===== src/rtl/red_marker_locator_if.sv =====
// Pixel stream in / marker positions out for red_marker_locator.
// The source drives pix_*; the locator drives the position results.
interface red_marker_locator_if;
  localparam int unsigned XW = 10;
  localparam int unsigned CW = 8;

  logic          pix_valid;
  logic          pix_sof;
  logic          pix_eol;
  logic          pix_eof;
  logic [CW-1:0] pix_r;
  logic [CW-1:0] pix_g;
  logic [CW-1:0] pix_b;
  logic [XW-1:0] first_red_pos_x;
  logic [XW-1:0] sec_red_pos_x;
  logic          pos_valid;
  logic          lock;

  modport master (
    output pix_valid, pix_sof, pix_eol, pix_eof, pix_r, pix_g, pix_b,
    input  first_red_pos_x, sec_red_pos_x, pos_valid, lock
  );

  modport slave (
    input  pix_valid, pix_sof, pix_eol, pix_eof, pix_r, pix_g, pix_b,
    output first_red_pos_x, sec_red_pos_x, pos_valid, lock
  );
endinterface


===== src/rtl/red_marker_locator.sv =====
// Finds the two red calibration markers on one scan row per frame and
// publishes their x centres after the frame's eof pixel.
module red_marker_locator #(
  parameter int unsigned SCAN_ROW = 240,
  parameter int unsigned R_MIN    = 200,
  parameter int unsigned GB_MAX   = 80,
  parameter int unsigned MIN_RUN  = 4
) (
  input  logic                 clk,
  input  logic                 rst_n,
  red_marker_locator_if.slave  bus
);

  localparam int unsigned XW = 10;
  localparam int unsigned CW = 8;
  localparam logic [XW-1:0] MAX_V     = '1;
  localparam logic [XW-1:0] ROW_V     = XW'(SCAN_ROW);
  localparam logic [XW-1:0] PRE_ROW_V = XW'(SCAN_ROW - 1);
  localparam logic [XW-1:0] MIN_RUN_V = XW'(MIN_RUN);
  localparam logic [CW-1:0] R_MIN_V   = CW'(R_MIN);
  localparam logic [CW-1:0] GB_MAX_V  = CW'(GB_MAX);

  typedef enum logic [2:0] {IDLE, SCAN, HUNT1, HUNT2, DONE} state_t;

  state_t        r_state;
  logic [XW-1:0] r_x, r_y;
  logic          r_open;
  logic [XW-1:0] r_start, r_len;
  logic [XW-1:0] r_m1, r_m2;
  logic          r_both;
  logic [XW-1:0] r_first, r_sec;
  logic          r_pos_valid, r_lock;

  logic          w_red, w_act;
  state_t        w_cur, w_nst;
  logic [XW-1:0] w_px, w_py, w_start, w_len, w_m1, w_m2;
  logic          w_open, w_both;
  logic          w_copen;
  logic [XW-1:0] w_cstart, w_clen, w_centre;
  logic [XW-1:0] w_nx, w_ny, w_nstart, w_nlen, w_nm1, w_nm2;
  logic          w_nopen, w_nboth, w_pub;

  assign w_red = (bus.pix_r >= R_MIN_V) && (bus.pix_g <= GB_MAX_V) && (bus.pix_b <= GB_MAX_V);
  assign w_act = bus.pix_valid && ((r_state != IDLE) || bus.pix_sof);

  // Effective context for the current pixel: a sof restarts the frame before the pixel is processed.
  always_comb begin
    w_cur   = r_state;
    w_px    = r_x;
    w_py    = r_y;
    w_open  = r_open;
    w_start = r_start;
    w_len   = r_len;
    w_m1    = r_m1;
    w_m2    = r_m2;
    w_both  = r_both;
    if (bus.pix_sof) begin
      w_cur   = (SCAN_ROW == 0) ? HUNT1 : SCAN;
      w_px    = '0;
      w_py    = '0;
      w_open  = 1'b0;
      w_start = '0;
      w_len   = '0;
      w_m1    = '0;
      w_m2    = '0;
      w_both  = 1'b0;
    end
  end

  always_comb begin
    w_nst    = r_state;
    w_nx     = r_x;
    w_ny     = r_y;
    w_nopen  = r_open;
    w_nstart = r_start;
    w_nlen   = r_len;
    w_nm1    = r_m1;
    w_nm2    = r_m2;
    w_nboth  = r_both;
    w_pub    = 1'b0;
    w_copen  = w_open;
    w_cstart = w_start;
    w_clen   = w_len;
    w_centre = w_cstart + (w_clen >> 1);
    if (w_act) begin
      w_nst    = w_cur;
      w_nx     = bus.pix_eol ? '0 : ((w_px == MAX_V) ? w_px : w_px + 1'b1);
      w_ny     = (bus.pix_eol && (w_py != MAX_V)) ? w_py + 1'b1 : w_py;
      w_nopen  = w_open;
      w_nstart = w_start;
      w_nlen   = w_len;
      w_nm1    = w_m1;
      w_nm2    = w_m2;
      w_nboth  = w_both;

      if ((SCAN_ROW != 0) && (w_cur == SCAN) && bus.pix_eol && (w_py == PRE_ROW_V))
        w_nst = HUNT1;

      if ((w_cur == HUNT1) || (w_cur == HUNT2)) begin
        if (w_red) begin
          if (w_open) begin
            w_clen = (w_len == MAX_V) ? w_len : w_len + 1'b1;
          end else begin
            w_copen  = 1'b1;
            w_cstart = w_px;
            w_clen   = XW'(1);
          end
        end
        w_centre = w_cstart + (w_clen >> 1);
        // A red eol pixel has already been folded into the run above.
        if (w_copen && (!w_red || bus.pix_eol)) begin
          w_nopen  = 1'b0;
          w_nstart = '0;
          w_nlen   = '0;
          if (w_clen >= MIN_RUN_V) begin
            if (w_cur == HUNT1) begin
              w_nm1 = w_centre;
              w_nst = HUNT2;
            end else begin
              w_nm2   = w_centre;
              w_nboth = 1'b1;
              w_nst   = DONE;
            end
          end
        end else begin
          w_nopen  = w_copen;
          w_nstart = w_cstart;
          w_nlen   = w_clen;
        end
        if (bus.pix_eol) w_nst = DONE;
      end

      if (bus.pix_eof) begin
        w_pub = 1'b1;
        w_nst = SCAN;
      end
    end
  end

  always_ff @(posedge clk or negedge rst_n) begin
    if (!rst_n) begin
      r_state     <= IDLE;
      r_x         <= '0;
      r_y         <= '0;
      r_open      <= 1'b0;
      r_start     <= '0;
      r_len       <= '0;
      r_m1        <= '0;
      r_m2        <= '0;
      r_both      <= 1'b0;
      r_first     <= '0;
      r_sec       <= '0;
      r_pos_valid <= 1'b0;
      r_lock      <= 1'b0;
    end else begin
      r_state     <= w_nst;
      r_x         <= w_nx;
      r_y         <= w_ny;
      r_open      <= w_nopen;
      r_start     <= w_nstart;
      r_len       <= w_nlen;
      r_m1        <= w_nm1;
      r_m2        <= w_nm2;
      r_both      <= w_nboth;
      r_pos_valid <= 1'b0;
      if (w_pub) begin
        r_lock <= w_nboth;
        if (w_nboth) begin
          r_first     <= w_nm1;
          r_sec       <= w_nm2;
          r_pos_valid <= 1'b1;
        end
      end
    end
  end

  assign bus.first_red_pos_x = r_first;
  assign bus.sec_red_pos_x   = r_sec;
  assign bus.pos_valid       = r_pos_valid;
  assign bus.lock            = r_lock;

endmodule

===== src/flat_wrapper.sv =====
// flat-port wrapper written by rule: the top's interface ports become plain ports
module red_marker_locator_flat 
#(
  parameter int unsigned SCAN_ROW = 240,
  parameter int unsigned R_MIN    = 200,
  parameter int unsigned GB_MAX   = 80,
  parameter int unsigned MIN_RUN  = 4
)
  (clk, rst_n, bus_pix_valid, bus_pix_sof, bus_pix_eol, bus_pix_eof, bus_pix_r, bus_pix_g, bus_pix_b, bus_first_red_pos_x, bus_sec_red_pos_x, bus_pos_valid, bus_lock);
  red_marker_locator_if bus_i ();
  input  logic clk;
  input  logic rst_n;
  input wire logic [$bits(bus_i.pix_valid)-1:0] bus_pix_valid;
  input wire logic [$bits(bus_i.pix_sof)-1:0] bus_pix_sof;
  input wire logic [$bits(bus_i.pix_eol)-1:0] bus_pix_eol;
  input wire logic [$bits(bus_i.pix_eof)-1:0] bus_pix_eof;
  input wire logic [$bits(bus_i.pix_r)-1:0] bus_pix_r;
  input wire logic [$bits(bus_i.pix_g)-1:0] bus_pix_g;
  input wire logic [$bits(bus_i.pix_b)-1:0] bus_pix_b;
  output wire logic [$bits(bus_i.first_red_pos_x)-1:0] bus_first_red_pos_x;
  output wire logic [$bits(bus_i.sec_red_pos_x)-1:0] bus_sec_red_pos_x;
  output wire logic [$bits(bus_i.pos_valid)-1:0] bus_pos_valid;
  output wire logic [$bits(bus_i.lock)-1:0] bus_lock;
  assign bus_i.pix_valid = bus_pix_valid;
  assign bus_i.pix_sof = bus_pix_sof;
  assign bus_i.pix_eol = bus_pix_eol;
  assign bus_i.pix_eof = bus_pix_eof;
  assign bus_i.pix_r = bus_pix_r;
  assign bus_i.pix_g = bus_pix_g;
  assign bus_i.pix_b = bus_pix_b;
  assign bus_first_red_pos_x = bus_i.first_red_pos_x;
  assign bus_sec_red_pos_x = bus_i.sec_red_pos_x;
  assign bus_pos_valid = bus_i.pos_valid;
  assign bus_lock = bus_i.lock;
  red_marker_locator #(.SCAN_ROW(SCAN_ROW), .R_MIN(R_MIN), .GB_MAX(GB_MAX), .MIN_RUN(MIN_RUN)) u_core (.clk(clk), .rst_n(rst_n), .bus(bus_i));
endmodule

===== config.mk =====
export PLATFORM = sky130hd
export DESIGN_NAME = red_marker_locator_flat
export DESIGN_NICKNAME = d
export VERILOG_FILES = /design/src/rtl/red_marker_locator_if.sv /design/src/rtl/red_marker_locator.sv /design/src/flat_wrapper.sv
export SDC_FILE = /design/constraint.sdc
export NUM_CORES = 1
export LEC_CHECK = 0
export ABC_AREA = 1
export BUFFER_PORTS_ARGS = -buffer_cell sky130_fd_sc_hd__buf_2
export CAP_MARGIN = 20
export CORE_ASPECT_RATIO = 1.1
export CORE_MARGIN = 2
export CORE_UTILIZATION = 54
export CTS_BUF_LIST = sky130_fd_sc_hd__clkbuf_4 sky130_fd_sc_hd__clkbuf_8
export CTS_CLUSTER_SIZE = 40
export DETAILED_ROUTE_END_ITERATION = 16
export GPL_TIMING_DRIVEN = 1
export MAX_ROUTING_LAYER = met4
export PLACE_DENSITY = 0.73
export SYNTH_ARGS = -nofsm -noshare
export SYNTH_HDL_FRONTEND = slang
export SYNTH_SLANG_ARGS = --single-unit

===== constraint.sdc =====
create_clock -name clk -period 4 [get_ports clk]
set_input_delay 0.2 -clock clk [delete_from_list [all_inputs] [get_ports clk]]
set_output_delay 0.2 -clock clk [all_outputs]
set_load 0.05 [all_outputs]

Word level (Yosys, flattened, before mapping) --
Index checks and enable logic that the tools add are counted.
Word-level totals: flip-flop bits (word level) 87, bits of input ports 30, output and inout bits 22, word-level logic and storage cells 97
Cells by class: add/sub/neg operators 4, magnitude comparators 4, equality and inequality tests 7, muxes and demuxes 56, reduce and logical (&&, ||, !) cells 13
Operators with widths (count):
- 2-to-1 mux 10 bit | 32
- adder 10 x 1 -> 10 bit, second input constant | 3
- 2-to-1 mux 3 bit | 8
- equality test 10 bit, second input constant | 2
- <= comparator 8 x 7 -> 1 bit, second input constant | 2
- 2-to-1 mux 1 bit | 16
- adder 10 x 9 -> 10 bit | 1
- equality test 10 x 8 -> 1 bit, second input constant | 1
- greater-or-equal comparator 10 x 3 -> 1 bit, second input constant | 1
- != test 10 bit, second input constant | 1
- greater-or-equal comparator 8 bit, second input constant | 1
- logical AND 1 bit | 7
- equality test 3 x 2 -> 1 bit, second input constant | 2
- equality test 3 x 1 -> 1 bit, second input constant | 1
- logical OR 1 bit | 3
- nonzero test 3 bit | 1
- AND reduction 2 bit | 1
- zero test 1 bit | 1

Logic depth before layout (Yosys ltp) --
word-level depth 14, depth in mapped cells 26, depth with buffers taken out 25

Least setup slack after synthesis --
Ideal clock, no wire load.
path kind input to register, start point input bus_pix_sof, end point register u_core.r_sec[8], in the netlist u_core.bus.sec_red_pos_x[8], library setup time 0.118 ns, arrival 3.346 ns, data required time 3.882 ns, path slack 0.537 ns, stages 24, path buffers 3, path through buf_6 -> clkbuf_1 -> clkbuf_1 -> nor2_1 -> ha_1 -> nand3_2 -> nor2_4 -> nand3_4 -> nand2_1 -> o21ai_0 -> nor2_1 -> ha_1 -> fa_1 -> nand3_1 -> nand2_1 -> nand2_1 -> o311ai_0 -> xor2_1 -> nor2_1 -> nand3_1 -> nand3_1 -> nand2_1 -> nand2_1 -> nand2_1
Between the ends: cells in the longest elaborated chain, start to end 13, elaborated cells on any way between the ends 41, those cells by class add/sub (2); order compare (1); eq/ne (3); mux (30); reduce/logical (5)
Ends and longest elaborated chain:
- from (decl) | line flat_wrapper.sv:14 | input wire logic [$bits(bus_i.pix_sof)-1:0] bus_pix_sof;
- 2-to-1 mux 10 bit | line red_marker_locator.sv:57 | if (bus.pix_sof) begin
- adder 10 x 1 -> 10 bit or equality test 10 bit (tied branches) | line red_marker_locator.sv:102 | w_clen = (w_len == MAX_V) ? w_len : w_len + 1'b1;
- 2-to-1 mux 10 bit | line red_marker_locator.sv:102
- 2-to-1 mux 10 bit | line red_marker_locator.sv:101 | if (w_open) begin
- 2-to-1 mux 10 bit | line red_marker_locator.sv:100 | if (w_red) begin
- 2-to-1 mux 10 bit | line red_marker_locator.sv:99 | if ((w_cur == HUNT1) || (w_cur == HUNT2)) begin
- 2-to-1 mux 10 bit | line red_marker_locator.sv:85 | if (w_act) begin
- adder 10 x 9 -> 10 bit | line red_marker_locator.sv:109 | w_centre = w_cstart + (w_clen >> 1);
- 2-to-1 mux 10 bit | line red_marker_locator.sv:116 | if (w_cur == HUNT1) begin
- 2-to-1 mux 10 bit | line red_marker_locator.sv:115 | if (w_clen >= MIN_RUN_V) begin
- 2-to-1 mux 10 bit | line red_marker_locator.sv:111 | if (w_copen && (!w_red || bus.pix_eol)) begin
- 2-to-1 mux 10 bit | line red_marker_locator.sv:99
- 2-to-1 mux 10 bit * | line red_marker_locator.sv:85
- named net u_core.w_nm2[8] | line red_marker_locator.sv:40 | logic [XW-1:0] w_nx, w_ny, w_nstart, w_nlen, w_nm1, w_nm2;
- to (signal assigned) | line red_marker_locator.sv:170 | r_sec <= w_nm2;
- to (decl) | line red_marker_locator.sv:31 | logic [XW-1:0] r_first, r_sec;
The timed path passes the listed nets; every way through them passes the cells marked *. The select of a mux whose other input is x is not followed. A chain may end at the register's enable or synchronous reset.

Worst setup path after layout --
start point register u_core.r_len[1], end point register u_core.r_sec[8], in the netlist u_core.bus.sec_red_pos_x[8]
Between the ends: cells in the longest elaborated chain, start to end 13, elaborated cells on any way between the ends 20, those cells by class add/sub (2); order compare (1); eq/ne (1); mux (15); reduce/logical (1)
Ends and longest elaborated chain:
- from (decl) | line red_marker_locator.sv:28 | logic [XW-1:0] r_start, r_len;
- from (signal assigned) | line red_marker_locator.sv:161 | r_len <= w_nlen;
- 2-to-1 mux 10 bit * | line red_marker_locator.sv:57
- adder 10 x 1 -> 10 bit or equality test 10 bit (tied branches) | line red_marker_locator.sv:102
- 2-to-1 mux 10 bit | line red_marker_locator.sv:102
- 2-to-1 mux 10 bit | line red_marker_locator.sv:101
- 2-to-1 mux 10 bit * | line red_marker_locator.sv:100
- 2-to-1 mux 10 bit * | line red_marker_locator.sv:99
- 2-to-1 mux 10 bit * | line red_marker_locator.sv:85
- adder 10 x 9 -> 10 bit | line red_marker_locator.sv:109
- 2-to-1 mux 10 bit | line red_marker_locator.sv:116
- 2-to-1 mux 10 bit * | line red_marker_locator.sv:115
- 2-to-1 mux 10 bit * | line red_marker_locator.sv:111
- 2-to-1 mux 10 bit * | line red_marker_locator.sv:99
- 2-to-1 mux 10 bit * | line red_marker_locator.sv:85
- named net u_core.w_nm2[8] | line red_marker_locator.sv:40
Marks and branches as above.

==> run_results.csv <==
group,metric,value,unit
outcome,outcome,"completed",
logic_synthesis,ys_async_sr_fraction,1.00,
route,post_drt_via_cell_ratio,5.36,
setup_path,crit_buf_inv,2,
timing,slew_headroom,0.573,
setup_path,crit_slowest_cell,"fa_1",
timing,fmax,0.274,GHz
logic_synthesis,ys_types,44,
route,ant_nets,0,
logic_synthesis,syn_area_per_cell,6.98,um2
route,drc,0,
timing,period_share,0.912,
setup_path,endpoint_kind,"flip-flop",
layout,drive_above_1_share,0.118,
clocking,root_buffer,"clkbuf_8",
setup_path,crit_path_frequent_cell,"nand2_1",
setup_path,reg2regPathDepth,23,
logic_synthesis,synthTopCellsByCount,"nand2_1 (268), inv_1 (110), dfrtp_1 (87)",
logic_synthesis,synth.top_cells.by_area,"dfrtp_1 (38%), nand2_1 (18%), inv_1 (7.2%)",
place,gp_congestion,0.875,
global_route,grt_max_degree,88,
logic_synthesis,synth_area_leader_cell,"dfrtp_1",
global_route,grt.total_usage,0.268,
clocking,h-tree-depth,3,
setup_path,crit_fanout,8,
timing,rsz0062_at_grt,"no",
setup_path,crit_chain,"inv_1 > nor2_1 > ha_1 > nand3_2 > nor2_4 > nand3_4 > nand2_1 > inv_1 > nor2_1 > nor2_1 > ha_1 > fa_1 > nand3_1 > nand2_1 > nand2_1 > o311ai_0 > xor2_1 > nor2_1 > nand3_1 > nand3_1 > nand2_1 > nand2_1 > nand2_1",
timing,final-setup-viol-count,0,
floorplan,die_area,0.0115,mm2
job,drv_cap,0,
layout,antenna_cells,0,
pwr,vdd_drop_max,0.000259,V
logic_synthesis,yosysTopAreaCellShare,0.379,
timing,skew,10.4,ps
clocking,cts.sinks,87,
timing,layout_setup_ws,351,ps
logic_synthesis,synth_most_common_cell,"nand2_1",
floorplan,coreArea,0.0104,mm2
logic_synthesis,ys_ff_latch,87,
min_path,holdPathStages,2,
logic_synthesis,syn_inst,823,
setup_path,cp_data_required_time,4260,ps
timing,fin_tns_setup,0,ps
pwr,fin_total_pwr,1.94,mW
setup_path,cp.arrival,3910,ps
setup_path,r2r_end,"u_core.bus.sec_red_pos_x[8]",
clocking,cts_max_path_buffers,2,
floorplan,num_rows,39,
floorplan,io_pins,52,
pwr,p_per_area,305,mW/mm2
layout,fillers,942,
clocking,clock_latency,370,ps
clocking,numCtsBuffers,9,
logic_synthesis,seq_area_frac_synth,0.379,
clocking,cts.clk_slew.worst_paths,90,ps
floorplan,die_h,112,um
pwr,power.leakage,3.38,nW
route,vias,5404,
layout,syn2layout_area_growth,10.5,%
setup_path,cp_top_family,"simple AND/OR/NAND/NOR gates",
setup_path,start_kind,"flip-flop",
min_path,hold_class,"primary input to flip-flop",
timing,tightestPinTransition,640,ps
route,drt-initial-drc-count,438,
logic_synthesis,ys.flop_type,"dfrtp_1",
global_route,overflow,0,
timing,slew_violations,0,
min_path,hold_start,"bus_pix_valid",
route,wl_per_cell,14.0,um
min_path,hold_end,"u_core.r_state[1]",
global_route,first_global_vias,5225,
setup_path,slowest_delay,420,ps
logic_synthesis,syn_nets,866,
route,dr.pass1.iters,5,
clocking,cts_tree,"yes",
setup_path,rrSetupSlack,350,ps
global_route,antenna_found_initial,0,
logic_synthesis,synth_edf_count,0,
global_route,grt_pass1_wl,24100,um
route,routed_wl,14100,um
floorplan,die_w,102,um
setup_path,path_class,"flip-flop to flip-flop",
place,portBuffers,48,
floorplan,initial_core_util,0.552,
timing,hold_viol_final,0,
layout,nets,904,
place,pre_cts_slack,280,ps
logic_synthesis,ys_warn_count,0,
timing,finalCriticalPeriod,3650,ps
place,hpwl,9720,um
setup_path,reg2reg_from,"u_core.r_len[1]",
logic_synthesis,netlist_area,0.00574,mm2
==> where the power goes <==
| group | internal, mW | leakage [nW] | total, mW | switching [mW] |
|---|---|---|---|---|
| registers | 0.903 | 1.18 | 0.920 | 0.0167 |
| logic | 0.0776 | 2.08 | 0.251 | 0.173 |
| clock network | 0.427 | 0.124 | 0.764 | 0.338 |
==> layer usage <==
layer | part of all wire | up-vias | track usage
met1 | 0.44 | 2545 | 0.349
met3 | 0.044 | 22 | 0.0355
li1 | - | 2694 | -
met4 | 0.020 | 0 | 0.0773
met5 | 0 | - | -
met2 | 0.49 | 143 | 0.438
==> sequential cells by signal, summed over array words and instances, names as in the netlist <==
name,flops
u_core.bus.first_red_pos_x,10
u_core.bus.sec_red_pos_x,10
u_core.r_len,10
u_core.r_m1,10
u_core.r_m2,10
u_core.r_start,10
u_core.r_x,10
u_core.r_y,10
u_core.r_state,3
u_core.bus.lock,1
u_core.bus.pos_valid,1
u_core.r_both,1
u_core.r_open,1
==> stage by stage <==
stage | instance area (um2) | instances | util | hold WS (ps)
2_1_floorplan | 5740 | 823 | - | -95.6
3_3_place_gp | 6060 | 991 | 0.583 | 441
3_5_place_dp | 6060 | 991 | 0.583 | 459
4_1_cts | 6310 | 1007 | 0.607 | 63.6
5_1_grt | 6340 | 1009 | 0.610 | 67.2
6_report | 6340 | 1009 | 0.610 | 67.4
==> cells in the final DEF (no fill, tap or decap), types with 2 or more instances in the layout <==
cell,n
a21oi_1,26
dfrtp_1,87
clkinv_1,2
nand4_1,15
buf_2,47
nor2_2,5
o21ai_0,35
o22ai_1,4
nand2_2,5
clkbuf_8,9
bufinv_16,3
nor3_1,11
xnor2_1,10
nand3_1,46
clkinv_4,2
a221oi_1,9
o32ai_1,4
a32oi_1,5
inv_2,2
nor2_1,80
buf_4,12
nand2_1,268
inv_1,110
a22oi_1,7
xor2_1,14
ha_1,12
nand3_2,3
nor2_4,4
o21ai_1,7
a31oi_1,4
==> cell families after synthesis <==
kind of cell	count (synthesis)	synth area share
and+or+nand+nor	444	0.332
buffers and inverters	149	0.110
AOI/OAI and AO/OA	106	0.113
DFF	87	0.379
xor gates and xnor gates	24	0.0366
adders and majority gates	13	0.0296
==> how the worst max path moves through the flow <==
stage	start	end	cells after the start
3_3_place_gp	bus_pix_sof	u_core.bus.first_red_pos_x[8]	25
3_5_place_dp	bus_pix_sof	u_core.bus.sec_red_pos_x[8]	25
6_report	u_core.r_len[1]	u_core.bus.sec_red_pos_x[8]	23
5_1_grt	u_core.r_len[1]	u_core.bus.sec_red_pos_x[8]	23
4_1_cts	u_core.r_len[1]	u_core.bus.sec_red_pos_x[8]	23
2_1_floorplan	bus_pix_sof	u_core.bus.sec_red_pos_x[8]	24
==> area by class of cell <==
type	instances	area, um2	area share
Tap cell	143	179	0.0282
Sequential cell	87	2180	0.343
Clock inverter	6	116	0.0183
Inverter	115	434	0.0684
Timing Repair Buffer	61	363	0.0572
Multi-Input combinational cell	587	2940	0.464
Clock buffer	10	131	0.0207
==> what timing repair did <==
action / 4_1_cts / 5_1_grt
gates resized for setup: 0 / 0
endpoints found under the setup margin: 0 / 0
buffers inserted: 0 / 0
hold buffers: 0 / 1
hold endpoints to repair: 0 / 43
Note: power is estimated with default switching activity, not from simulation.
